===== src/rtl/sweep_ctrl.sv =====
// Triangular sweep sequencer: walks Count MIN_VAL->MAX_VAL->MIN_VAL for a latched number
// of sweeps, dwelling at each turning point, and drives the Up_M/Dn_M strobes.
module sweep_ctrl #(
    parameter int unsigned WIDTH   = 4,
    parameter int unsigned MIN_VAL = 0,
    parameter int unsigned MAX_VAL = 15,
    parameter int unsigned DWELL   = 2
) (
    input  logic             CLK,
    input  logic             RST,
    input  logic             Start,
    input  logic             Stop,
    input  logic [7:0]       Cycles,
    output logic [WIDTH-1:0] Count,
    output logic             Up_M,
    output logic             Dn_M,
    output logic             Busy,
    output logic             Done
);

    localparam logic [WIDTH-1:0] MIN_C      = WIDTH'(MIN_VAL);
    localparam logic [WIDTH-1:0] MAX_C      = WIDTH'(MAX_VAL);
    localparam logic [7:0]       DWELL_LAST = 8'(DWELL - 1);

    typedef enum logic [2:0] {
        S_IDLE,
        S_UP,
        S_HOLD_TOP,
        S_DOWN,
        S_HOLD_BOT
    } state_t;

    state_t           state_q, state_d;
    logic [WIDTH-1:0] count_q, count_d;
    logic [7:0]       rem_q, rem_d;
    logic [7:0]       dwell_q, dwell_d;
    logic             up_q, dn_q, busy_q, done_q;
    logic             done_d;

    always_ff @(posedge CLK or posedge RST) begin
        if (RST) begin
            state_q <= S_IDLE;
            count_q <= MIN_C;
            rem_q   <= 8'd0;
            dwell_q <= 8'd0;
            up_q    <= 1'b0;
            dn_q    <= 1'b0;
            busy_q  <= 1'b0;
            done_q  <= 1'b0;
        end else begin
            state_q <= state_d;
            count_q <= count_d;
            rem_q   <= rem_d;
            dwell_q <= dwell_d;
            up_q    <= (state_d == S_UP);
            dn_q    <= (state_d == S_DOWN);
            busy_q  <= (state_d != S_IDLE);
            done_q  <= done_d;
        end
    end

    // Next-state logic; Stop overrides every transition once a run is active.
    always_comb begin
        state_d = state_q;
        count_d = count_q;
        rem_d   = rem_q;
        dwell_d = dwell_q;
        done_d  = 1'b0;

        if (Stop && (state_q != S_IDLE)) begin
            state_d = S_IDLE;
            count_d = MIN_C;
            rem_d   = 8'd0;
            dwell_d = 8'd0;
        end else begin
            case (state_q)
                S_IDLE: begin
                    if (Start && !Stop) begin
                        if (Cycles != 8'd0) begin
                            rem_d   = Cycles;
                            count_d = MIN_C;
                            state_d = S_UP;
                        end else begin
                            done_d = 1'b1;
                        end
                    end
                end
                S_UP: begin
                    if (count_q != MAX_C) begin
                        count_d = count_q + WIDTH'(1);
                    end else if (DWELL == 0) begin
                        state_d = S_DOWN;
                    end else begin
                        dwell_d = 8'd0;
                        state_d = S_HOLD_TOP;
                    end
                end
                S_HOLD_TOP: begin
                    if (dwell_q == DWELL_LAST) begin
                        dwell_d = 8'd0;
                        state_d = S_DOWN;
                    end else begin
                        dwell_d = dwell_q + 8'd1;
                    end
                end
                S_DOWN: begin
                    if (count_q != MIN_C) begin
                        count_d = count_q - WIDTH'(1);
                    end else begin
                        rem_d = rem_q - 8'd1;
                        if (rem_q == 8'd1) begin
                            done_d  = 1'b1;
                            state_d = S_IDLE;
                        end else if (DWELL == 0) begin
                            state_d = S_UP;
                        end else begin
                            dwell_d = 8'd0;
                            state_d = S_HOLD_BOT;
                        end
                    end
                end
                S_HOLD_BOT: begin
                    if (dwell_q == DWELL_LAST) begin
                        dwell_d = 8'd0;
                        state_d = S_UP;
                    end else begin
                        dwell_d = dwell_q + 8'd1;
                    end
                end
                default: state_d = S_IDLE;
            endcase
        end
    end

    assign Count = count_q;
    assign Up_M  = up_q;
    assign Dn_M  = dn_q;
    assign Busy  = busy_q;
    assign Done  = done_q;

endmodule

===== config.mk =====
export PLATFORM = sky130hd
export DESIGN_NAME = sweep_ctrl
export DESIGN_NICKNAME = d
export VERILOG_FILES = /design/src/rtl/sweep_ctrl.sv
export SDC_FILE = /design/constraint.sdc
export NUM_CORES = 1
export LEC_CHECK = 0
export ABC_AREA = 1
export CORE_MARGIN = 2
export CORE_UTILIZATION = 50
export CTS_BUF_LIST = sky130_fd_sc_hd__clkbuf_16
export DETAILED_ROUTE_END_ITERATION = 6
export GPL_TIMING_DRIVEN = 1
export HOLD_SLACK_MARGIN = 0.02
export PLACE_DENSITY = 0.76
export SLEW_MARGIN = 20
export SYNTH_ARGS = -nofsm -noshare
export SYNTH_HDL_FRONTEND = slang
export SYNTH_SLANG_ARGS = --single-unit

===== constraint.sdc =====
create_clock -name CLK -period 1.9 [get_ports CLK]
set_input_delay 0.38 -clock CLK [delete_from_list [all_inputs] [get_ports CLK]]
set_output_delay 0.38 -clock CLK [all_outputs]
set_load 0.01 [all_outputs]

# Yosys cells after proc, flatten, opt, wreduce, memory -nomap -nowiden
# Index checks and enable logic that the tools add are counted.
[classes]
n_addsub = 4
eq_ne = 16
mux = 32
reduce_logical = 15
[ops]
columns = ["cell", "n"]
rows = [
  ["8-bit two-way mux", 9],
  ["3-bit two-way mux", 8],
  ["8-bit case mux with 3 select lines", 1],
  ["3-bit inequality test (second input constant)", 7],
  ["4-bit two-way mux", 5],
  ["8-bit by 1-bit equality test with 1-bit output (second input constant)", 2],
  ["8-bit case mux with 2 select lines", 1],
  ["3-bit case mux with 5 select lines", 1],
  ["4-bit case mux with 3 select lines", 1],
  ["4-bit nonzero test", 3],
  ["3-bit by 2-bit equality test with 1-bit output (second input constant)", 3],
  ["3-bit nonzero test", 3],
  ["8-bit by 1-bit adder with 8-bit output (second input constant)", 1],
  ["4-bit AND reduction", 2],
  ["8-bit nonzero test", 1],
  ["8-bit by 1-bit subtractor with 8-bit output (second input constant)", 1],
  ["3-bit by 1-bit equality test with 1-bit output (second input constant)", 2],
  ["1-bit two-way mux", 5],
  ["5-bit AND reduction", 1],
  ["4-bit by 1-bit adder with 4-bit output (second input constant)", 1],
  ["4-bit inequality test (second input constant)", 1],
  ["4-bit by 1-bit subtractor with 4-bit output (second input constant)", 1],
  ["3-bit equality test (second input constant)", 1],
  ["3-bit logical NOT", 1],
  ["other kinds (4)", 5],
]
[word_totals]
reg_bits = 27
input_bits = 12
output_inout_bits = 8
word_cells = 75

# Longest topological paths before layout
# Gate-level depths: netlist (run 1).
[depth]
word_depth = 6
mapped_depth = 12

# Worst setup path before layout (run 1)
# Ideal clock, no wire load.
[synth_path]
kind = "register -> register"
startpoint = "register state_q[1]"
endpoint = "register count_q[3], in the netlist Count[3]"
arrival_ps = 1549
path_slack_ps = 235
stages_incl_launch_ff = 13
synth_period_minus_slack_ps = 1665
cell_sequence = "dfrtp_1 > nand2_1 > nor2_4 > buf_4 > ha_1 > nand2_1 > nand2_1 > nor2_1 > nand3_1 > nand2_1 > nor2_1 > nand2_1 > nand2_1"
[synth_via]
elab_chain_cells = 4
word_cells_on_any_way = 13
classes_between = "6 x eq/ne; 2 x mux; 5 x reduce/logical"
[synth_lines]
columns = ["item", "line_no", "source"]
rows = [
  ["start, declared", "33", "state_t state_q, state_d;"],
  ["start signal, assigned", "51", "state_q <= state_d;"],
  ["3-bit nonzero test", "70", "if (Stop && (state_q != S_IDLE)) begin"],
  ["1-bit logical AND", "70", ""],
  ["3-bit inequality test (no line) or 4-bit nonzero test (tied branches)", "n/a", ""],
  ["5-bit AND reduction (no line)", "n/a", ""],
  ["end signal, assigned", "52", "count_q <= count_d;"],
  ["end, declared", "34", "logic [WIDTH-1:0] count_q, count_d;"],
]
# Several ways; a longest one is shown, not always the timed one.
# A chain may end at the register's enable or synchronous reset.

# Final worst setup path (run 1)
# Ends and elaborated chain as after synthesis.

==> results by group, run 1 <==
Status
  • Outcome: finished clean

Floorplan
  • Die X-Extent: 66.7 µm
  • Initial core utilization: 0.529
  • Io pins: 20
  • DIE HEIGHT: 66.7 µm
  • Row Count: 22
  • Core Region: 3720 µm²
  • Die area: 4450 µm²

Setup path
  • Worst Path Required: 2.06 ns
  • Bufs and invs on worst path: 0
  • CP startpoint kind: register
  • Top delay family on crit path: simple AND/OR/NAND/NOR gates
  • Setup CP Type: reg2reg
  • Critical-path cell list: nand2_1 -> nor2_4 -> ha_1 -> nand2_1 -> nand2_1 -> nor2_1 -> nand3_1 -> nand2_1 -> nor2_1 -> nand2_1 -> nand2_1
  • Setup crit end kind: register
  • Worst path max stage delay: 0.49 ns
  • Worst Path Arrival: 1.86 ns
  • Reg-to-Reg Start: state_q[1]
  • CP most frequent cell: nand2_1
  • Slowest CP cell: dfrtp_1
  • CP startpoint: state_q[1]
  • Critical path fanouts, max: 6

Power
  • Switching power total: 1.03 mW
  • Pleak: 1.23 nW
  • Logic gate share of total power: 0.440
  • Clock power frac: 0.204
  • Switching Fraction: 0.427
  • Power density cells: 1030 nW/µm²
  • Max IR drop VDD: 679 µV
  • Cell Int Power: 1.39 mW
  • Sequential share of power: 0.356

Place
  • Final Wtd Congestion: 0.866
  • Detailed Place HPWL: 3210 µm
  • IO buf count: 19

Cells and area
  • Area Overhead vs Synth: 18.9%
  • Ant. Diodes: 0
  • Fin util: 0.629
  • Share of layout cells above drive strength 1: 0.103
  • # nets final: 331

CTS
  • Hold-fix buffers, CTS: 0
  • Clock slew at reported path FFs: 0.07 ns
  • Post-CTS Setup Bufs: 0
  • Clk Tree Root Cell: clkbuf_16
  • Clock sink total: 27
  • CTS max path bufs: 2
  • CTS tree: yes
  • Post_cts resized: 0
  • H-tree depth: 1
  • Clk_lat worst skew: 0.26 ns
  • Total CTS buffers: 3

Drt
  • 1st-iter DRT viols: 133
  • Vias: 1889
  • Drt drc: 0
  • WL/cell: 11.9 µm
  • DR pass1 iterations: 4
  • Final ANT Viol Nets: 0
  • Routed wire length: 4270 µm
  • Via/cell ratio: 5.26

STA
  • Final period util: 0.894
  • Hold Vio Cnt, Final: 0
  • Fmax: 589 MHz
  • Final Setup Violations: 0
  • RSZ-0062 raised after global routing: no
  • Worst slew margin: 0.755
  • Max-slew violation count: 0
  • Hold slack: 0.482 ns
  • Skew final: 0.00534 ns
  • Slew @ Worst Pin: 0.364 ns
  • Setup TNS: 0 ns
  • Tmin final: 1.70 ns

Yosys
  • Top cells by area, synth: dfrtp_1 34%, nand2_1 16%, nor2_1 7.5%
  • Synthesized Nets: 303
  • Post-synth EDFFs: 0
  • Syn Std Cell Area: 1960 µm²
  • Yosys top cell area share: 0.344
  • Unique masters post-synth: 32
  • Synth Register Bits: 27
  • Most common cell in the netlist: nand2_1
  • Mapped Cells: 284
  • Fraction of registers with async set/reset: 1.00
  • Leading area contributor after synthesis: dfrtp_1
  • Commonest register cell after synthesis: dfrtp_1
  • Post-synth top cells: 85 x nand2_1, 39 x nor2_1, 29 x inv_1, 27 x dfrtp_1, 22 x nand3_1
  • Synth Area per Inst: 6.92 µm²
  • Register area share after synthesis: 0.344
  • Synth Warn #: 0

Global route
  • Initial antenna violation count: 0
  • First-pass GRT wire length: 7630 µm
  • Total gr overflow: 0
  • Largest net degree at the start of global routing: 28
  • Vias in the first global route: 1753
  • GRT Util Overall: 0.220

Flow run
  • Max_cap viols: 0

Hold path
  • Hold WC Path Type: in2async
per-stage QoR:
stage / power (mW) / worst slack [ns] / area, µm² / instances
finish: 2.42 / 0.201 / 2340 / 359
global route: 2.59 / 0.0144 / 2340 / 359
CTS: 2.42 / 0.192 / 2340 / 359
detailed placement: 1.92 / 0.0853 / 2260 / 355
global placement: 1.91 / 0.0822 / 2260 / 355
floorplan: 1.62 / 0.235 / 1960 / 284
worst min-delay path: stages:
cell and delay, ns:
clkdlybuf4s50_1 0.40, inv_1 0.05, buf_4 0.33
area by class of cell:
cell class                      instances  area (µm²)
Clock inverter                          1        5.00
Tap cell                               48        60.1
Inverter                               34         135
Fill cell                             352        1380
Sequential cell                        27         676
Clock buffer                            3        75.1
Multi-Input combinational cell        220        1130
Timing Repair Buffer                   26         255
flip-flops by register name (all words and copies together) (netlist names):
signal,cells
Count,4
Busy,1
rem_q,8
Dn_M,1
Done,1
dwell_q,8
state_q,3
Up_M,1
placed cells by master (no fill, tap or decap):
cell type        instances
nor2_8                   1
nand3_1                 22
o21ai_1                  4
a21oi_1                  5
nand2_4                  3
nand2_2                  2
nor2_2                   1
nor3_1                   2
inv_2                    2
o21bai_1                 1
inv_1                   29
fa_1                     1
dfrtp_1                 27
nor2_4                   3
a21o_1                   1
xor2_1                   2
clkdlybuf4s50_1         19
o21ai_0                 14
buf_4                    6
buf_12                   1
nand3b_1                 1
ha_1                     6
nand3_2                  3
o21ai_2                  1
nand4_1                 18
clkinv_2                 1
nor2_1                  39
or2_0                    1
o21a_1                   1
inv_4                    3
clkbuf_16                3
or2_2                    2
nand2_1                 85
mux2i_1                  1
power groups by stage:
stage / logic (mW) / registers, mW / clock network (mW)
after detailed placement: 1.06 / 0.866 / 0
final: 1.06 / 0.860 / 0.493
after CTS: 1.07 / 0.856 / 0.495
after global routing: 1.20 / 0.875 / 0.517
after global placement: 1.05 / 0.859 / 0
after floorplan: 0.767 / 0.851 / 0
cells by family (layout without fill, tap and decap cells):
group / count (synthesis) / after routing / share of synthesized area
AO/OA/AOI/OAI: 27 / 27 / 0.0745
XOR/XNOR: 2 / 2 / 0.00892
adder cells (fa/ha/maj): 7 / 7 / 0.0484
buffers and inverters: 37 / 64 / 0.0809
flip-flops: 27 / 27 / 0.344
multiplexers: 1 / 1 / 0.00510
AND/OR/NAND/NOR: 183 / 183 / 0.438
worst paths after layout:
| path | endpoint | slack, ns | cells after the start |
|---|---|---|---|
| max | Count[3] | 0.20 | 11 |
| min | Count[3] | 0.48 | 3 |
| max reg2reg | Count[3] | 0.20 | 11 |
| min reg2reg | rem_q[1] | 0.50 | 2 |
| max in group asynchronous | rem_q[6] | 1.16 | 3 |
| min in group CLK | rem_q[1] | 0.50 | 2 |
per-layer routing:
metal	routed length, µm	share of wire	track usage	vias to the layer above
met1	2040	0.48	0.298	868
met5	0	0	0	-
met2	2030	0.48	0.373	43
li1	-	-	-	976
met3	184	0.043	0.0405	2
met4	17	0.0040	0.0306	0
(Power assumes the default switching activity.)
==> run 2, diff against run 1 <==
--- a/config.mk
+++ b/config.mk
@@ -8,7 +8,8 @@
 export ABC_AREA = 1
 export CORE_MARGIN = 2
 export CORE_UTILIZATION = 50
-export CTS_BUF_LIST = sky130_fd_sc_hd__clkbuf_16
+export CTS_BUF_LIST = sky130_fd_sc_hd__clkbuf_8
+export CTS_CLUSTER_DIAMETER = 80
 export DETAILED_ROUTE_END_ITERATION = 6
 export GPL_TIMING_DRIVEN = 1
 export HOLD_SLACK_MARGIN = 0.02
==> run 2 against run 1 <==
  * Combinational power is essentially flat
  * Critical path depth is 10 lower
  * Non-clock buffer count unchanged
  * Critical path type is now reg2out
  * Cell area shrank 1.4%
==> results by group, run 2 (synthesized netlist as in run 1, its figures left out) <==
CTS
  • Clock sink total: 27
  • Total CTS buffers: 3
  • Post_cts resized: 0
  • Clk_lat worst skew: 0.28 ns
  • Post-CTS Setup Bufs: 0
  • CTS max path bufs: 2
  • Hold-fix buffers, CTS: 0
  • Clk Tree Root Cell: clkbuf_8
  • CTS tree: yes
  • Clock slew at reported path FFs: 0.10 ns
  • H-tree depth: 1

Setup path
  • Worst Path Required: 1.52 ns
  • Worst path max stage delay: 0.58 ns
  • Bufs and invs on worst path: 1
  • Worst Path Arrival: 1.34 ns
  • Critical-path cell list: clkdlybuf4s50_1
  • Critical path fanouts, max: 6
  • Setup CP Type: reg2out
  • Top delay family on crit path: buffers and inverters
  • Slowest CP cell: clkdlybuf4s50_1
  • CP startpoint kind: register
  • Setup crit end kind: output pin

Place
  • IO buf count: 19
  • Final Wtd Congestion: 0.866
  • Dpl cell area: 2260 µm²
  • Detailed Place HPWL: 3210 µm

Cells and area
  • Area Overhead vs Synth: 17.2%
  • Fin util: 0.620
  • Post-route cell area: 2300 µm²
  • # nets final: 331
  • Ant. Diodes: 0
  • Commonest cells after routing, fill and taps aside: 85 x nand2_1, 39 x nor2_1, 29 x inv_1
  • Leading cell type in the layout, fill and taps excluded: nand2_1
  • Share of layout cells above drive strength 1: 0.103

STA
  • Worst slew margin: 0.754
  • Final period util: 0.904
  • Skew final: 0.00940 ns
  • Final Setup Violations: 0
  • Setup TNS: 0 ns
  • Hold Vio Cnt, Final: 0
  • Slew @ Worst Pin: 0.365 ns
  • Max-slew violation count: 0
  • Tmin final: 1.72 ns
  • RSZ-0062 raised after global routing: no
  • Fmax: 582 MHz
  • Hold slack: 0.458 ns

Global route
  • Largest net degree at the start of global routing: 28
  • Total gr overflow: 0
  • First-pass GRT wire length: 7650 µm
  • Vias in the first global route: 1747
  • GRT Util Overall: 0.222
  • Initial antenna violation count: 0

Floorplan
  • Initial core utilization: 0.529
  • DIE HEIGHT: 66.7 µm
  • Io pins: 20
  • Row Count: 22
  • Die area: 4450 µm²
  • Core Region: 3720 µm²
  • Die X-Extent: 66.7 µm

Hold path
  • Hold WC Path Type: in2async

Power
  • Post-route total power: 2.25 mW
  • Power density cells: 979 nW/µm²
  • Max IR drop VDD: 740 µV
  • Pleak: 1.21 nW

Drt
  • DR pass1 iterations: 4
  • Routed wire length: 4220 µm
  • Final ANT Viol Nets: 0
  • Vias: 1861
  • Drt drc: 0
  • Via/cell ratio: 5.18
  • WL/cell: 11.8 µm
  • 1st-iter DRT viols: 143

Status
  • Outcome: finished clean

Flow run
  • Max_cap viols: 0
[run 2: path summary, 6_finish.rpt]
kind / endpoint / depth (start not counted) / from / slack, ns
worst min register to register: rem_q[1] / 2 / rem_q[1] / 0.51
min in group CLK: rem_q[1] / 2 / rem_q[1] / 0.51
max in group asynchronous: dwell_q[4] / 3 / RST / 1.18
worst max-delay path: Count[0] / 1 / Count[0] / 0.18
worst max register to register: Count[3] / 11 / state_q[1] / 0.21
worst min-delay path: rem_q[1] / 3 / RST / 0.46
[run 2: metal layers]
| metal | part of all wire | global-route usage | up-vias |
|---|---|---|---|
| met5 | 0 | 0 | - |
| met2 | 0.47 | 0.374 | 24 |
| met1 | 0.49 | 0.299 | 857 |
| li1 | - | - | 976 |
| met3 | 0.030 | 0.0405 | 4 |
| met4 | 0.0078 | 0.0383 | 0 |
[run 2: layout make-up]
| type | instances | area [µm²] |
|---|---|---|
| multi-input cells | 220 | 1130 |
| inverters | 34 | 135 |
| repair buffers | 26 | 255 |
| flip-flops and latches | 27 | 676 |
| well taps | 48 | 60.1 |
| clock buffers | 3 | 41.3 |
| clock inverters | 1 | 5.00 |
| fillers | 354 | 1410 |
[run 2: report_power, final]
part	total, mW	internal (mW)	leakage (nW)	switching [mW]
Sequential	0.858	0.707	0.360	0.151
Clock	0.331	0.147	0.0255	0.184
Combinational	1.06	0.394	0.826	0.669
[run 2: stage by stage]
stage / setup WS (ns) / instances
floorplan: 0.235 / 284
global placement: 0.0822 / 355
detailed placement: 0.0853 / 355
CTS: 0.161 / 359
global route: 0.00679 / 359
finish: 0.182 / 359
==> run 3, diff against run 2 <==
--- a/config.mk
+++ b/config.mk
@@ -7,13 +7,14 @@
 export LEC_CHECK = 0
 export ABC_AREA = 1
 export CORE_MARGIN = 2
-export CORE_UTILIZATION = 50
+export CORE_UTILIZATION = 30
 export CTS_BUF_LIST = sky130_fd_sc_hd__clkbuf_8
 export CTS_CLUSTER_DIAMETER = 80
+export CTS_CLUSTER_SIZE = 20
 export DETAILED_ROUTE_END_ITERATION = 6
 export GPL_TIMING_DRIVEN = 1
 export HOLD_SLACK_MARGIN = 0.02
-export PLACE_DENSITY = 0.76
+export PLACE_DENSITY = 0.52
 export SLEW_MARGIN = 20
 export SYNTH_ARGS = -nofsm -noshare
 export SYNTH_HDL_FRONTEND = slang
==> run 3 against run 2 <==
  * Count of clock-buffer cells in the layout unchanged
  * Non-clock buffer count increased by 3
  * Core utilization is 25 points lower
  * Worst hold slack got worse by 0.0064 ns
  * Highest routed layer unchanged
==> results by group, run 3 (synthesized netlist as in run 1, its figures left out) <==
Drt
  • Top routing layer used: met4
  • DR pass1 iterations: 4
  • WL/cell: 11.8 µm
  • Final ANT Viol Nets: 0
  • Via/cell ratio: 4.63
  • Met3 routed WL: 115 µm
  • 1st-iter DRT viols: 72
  • M1 WL: 2400 µm
  • Vias: 1809
  • Met2 Routed Length: 2050 µm
  • Routed wire length: 4620 µm
  • Drt drc: 0

Floorplan
  • Die area: 7210 µm²
  • Io pins: 20
  • Die X-Extent: 84.9 µm
  • Row Count: 29
  • Core Region: 6350 µm²
  • Initial core utilization: 0.309
  • DIE HEIGHT: 84.9 µm

CTS
  • Post_cts resized: 0
  • Post-CTS Setup Bufs: 0
  • CTS max path bufs: 2
  • Hold-fix buffers, CTS: 0
  • H-tree depth: 1
  • Clk Tree Root Cell: clkbuf_8
  • Clock sink total: 27
  • Clk_lat worst skew: 0.28 ns
  • CTS tree: yes
  • Total CTS buffers: 3
  • Clock slew at reported path FFs: 0.11 ns

Place
  • Dpl ws: 0.0952 ns
  • Final Wtd Congestion: 0.811
  • Detailed Place HPWL: 3510 µm
  • Placed Cells incl. Taps: 387
  • IO buf count: 19

Power
  • Pleak: 1.22 nW
  • Switching power total: 1.03 mW
  • Post-route total power: 2.29 mW
  • Switching Fraction: 0.448
  • Logic gate share of total power: 0.474
  • Cell Int Power: 1.26 mW
  • Sequential share of power: 0.371
  • Clock power frac: 0.155
  • Power density cells: 974 nW/µm²
  • Max IR drop VDD: 447 µV

Hold path
  • Hold WC Path Type: in2async

Setup path
  • Worst Path Required: 1.52 ns
  • Reg-to-Reg Start: state_q[1]
  • Setup crit end kind: output pin
  • Critical-path cell list: clkdlybuf4s50_1
  • Bufs and invs on worst path: 1
  • Worst path max stage delay: 0.58 ns
  • R2r setup slk: 0.31 ns
  • CP startpoint kind: register
  • Setup CP Type: reg2out
  • Slowest CP cell: clkdlybuf4s50_1
  • Critical path fanouts, max: 6
  • Reg-to-reg endpoint: rem_q[6]
  • Top delay family on crit path: buffers and inverters
  • FF-to-FF path depth: 8
  • Worst Path Arrival: 1.35 ns

Global route
  • GRT Util Overall: 0.134
  • Initial antenna violation count: 0
  • Total gr overflow: 0
  • First-pass GRT wire length: 7960 µm
  • Largest net degree at the start of global routing: 28
  • Vias in the first global route: 1729

STA
  • Final period util: 0.908
  • Fmax: 579 MHz
  • Max-slew violation count: 0
  • Final Setup Violations: 0
  • Setup WS post-layout: 0.174 ns
  • Skew final: 0.00497 ns
  • RSZ-0062 raised after global routing: no
  • Worst slew margin: 0.751
  • Hold Vio Cnt, Final: 0
  • Tmin final: 1.73 ns
  • Slew @ Worst Pin: 0.374 ns
  • Setup TNS: 0 ns

Flow run
  • Max_cap viols: 0

Cells and area
  • Non-Filler Instances: 391
  • Share of layout cells above drive strength 1: 0.111
  • Filler instances: 672
  • # nets final: 334
  • Leading cell type in the layout, fill and taps excluded: nand2_1
  • Ant. Diodes: 0
  • Multi-input gate area in the final layout: 1130 µm²
  • Register area: 676 µm²
  • Commonest cells after routing, fill and taps aside: 85 x nand2_1, 39 x nor2_1, 29 x inv_1
  • Area Overhead vs Synth: 19.7%
  • Fin util: 0.370

Status
  • Outcome: finished clean
[run 3: cell types whose count changed in the layout (fill, tap and decap cells not counted), sizes merged]
cell,change
buf,+3
clkinvlp,+1
clkinv,-1
[run 3: metrics by stage]
| stage | hold slack [ns] | cell area, µm² |
|---|---|---|
| after global routing | 0.524 | 2350 |
| after floorplan | 0.433 | 1960 |
| after CTS | 0.467 | 2350 |
| final | 0.452 | 2350 |
| after global placement | 0.481 | 2300 |
| after detailed placement | 0.486 | 2300 |
[run 3: worst max path at each step]
stage                    start  endpoint  slack [ns]  depth (start not counted)
global placement     Cycles[6]      Busy        0.06                          9
finish                Count[1]  Count[1]        0.17                          1
detailed placement        Stop  Count[1]         0.1                          9
floorplan           state_q[1]  Count[3]        0.23                         12
CTS                   Count[1]  Count[1]        0.16                          1
global route          Count[1]  Count[1]        0.12                          1
[run 3: routing by layer]
layer	up-vias	track usage
li1	983	-
met1	802	0.194
met2	20	0.213
met3	4	0.0146
met4	0	0.0390
met5	-	0
[run 3: area by class of cell]
class,count,area share
multi-input combinational,220,0.481
inverter,34,0.0575
timing repair buffer,29,0.113
sequential,27,0.287
clock inverter,1,0.00319
clock buffer,3,0.0176
tap,77,0.0410
[run 3: power by group through the flow]
stage	clock [mW]	combinational, mW	sequential (mW)
2_1_floorplan	0	0.767	0.851
4_1_cts	0.367	1.09	0.850
3_5_place_dp	0	1.09	0.860
3_3_place_gp	0	1.09	0.865
5_1_grt	0.382	1.24	0.875
6_report	0.355	1.09	0.849
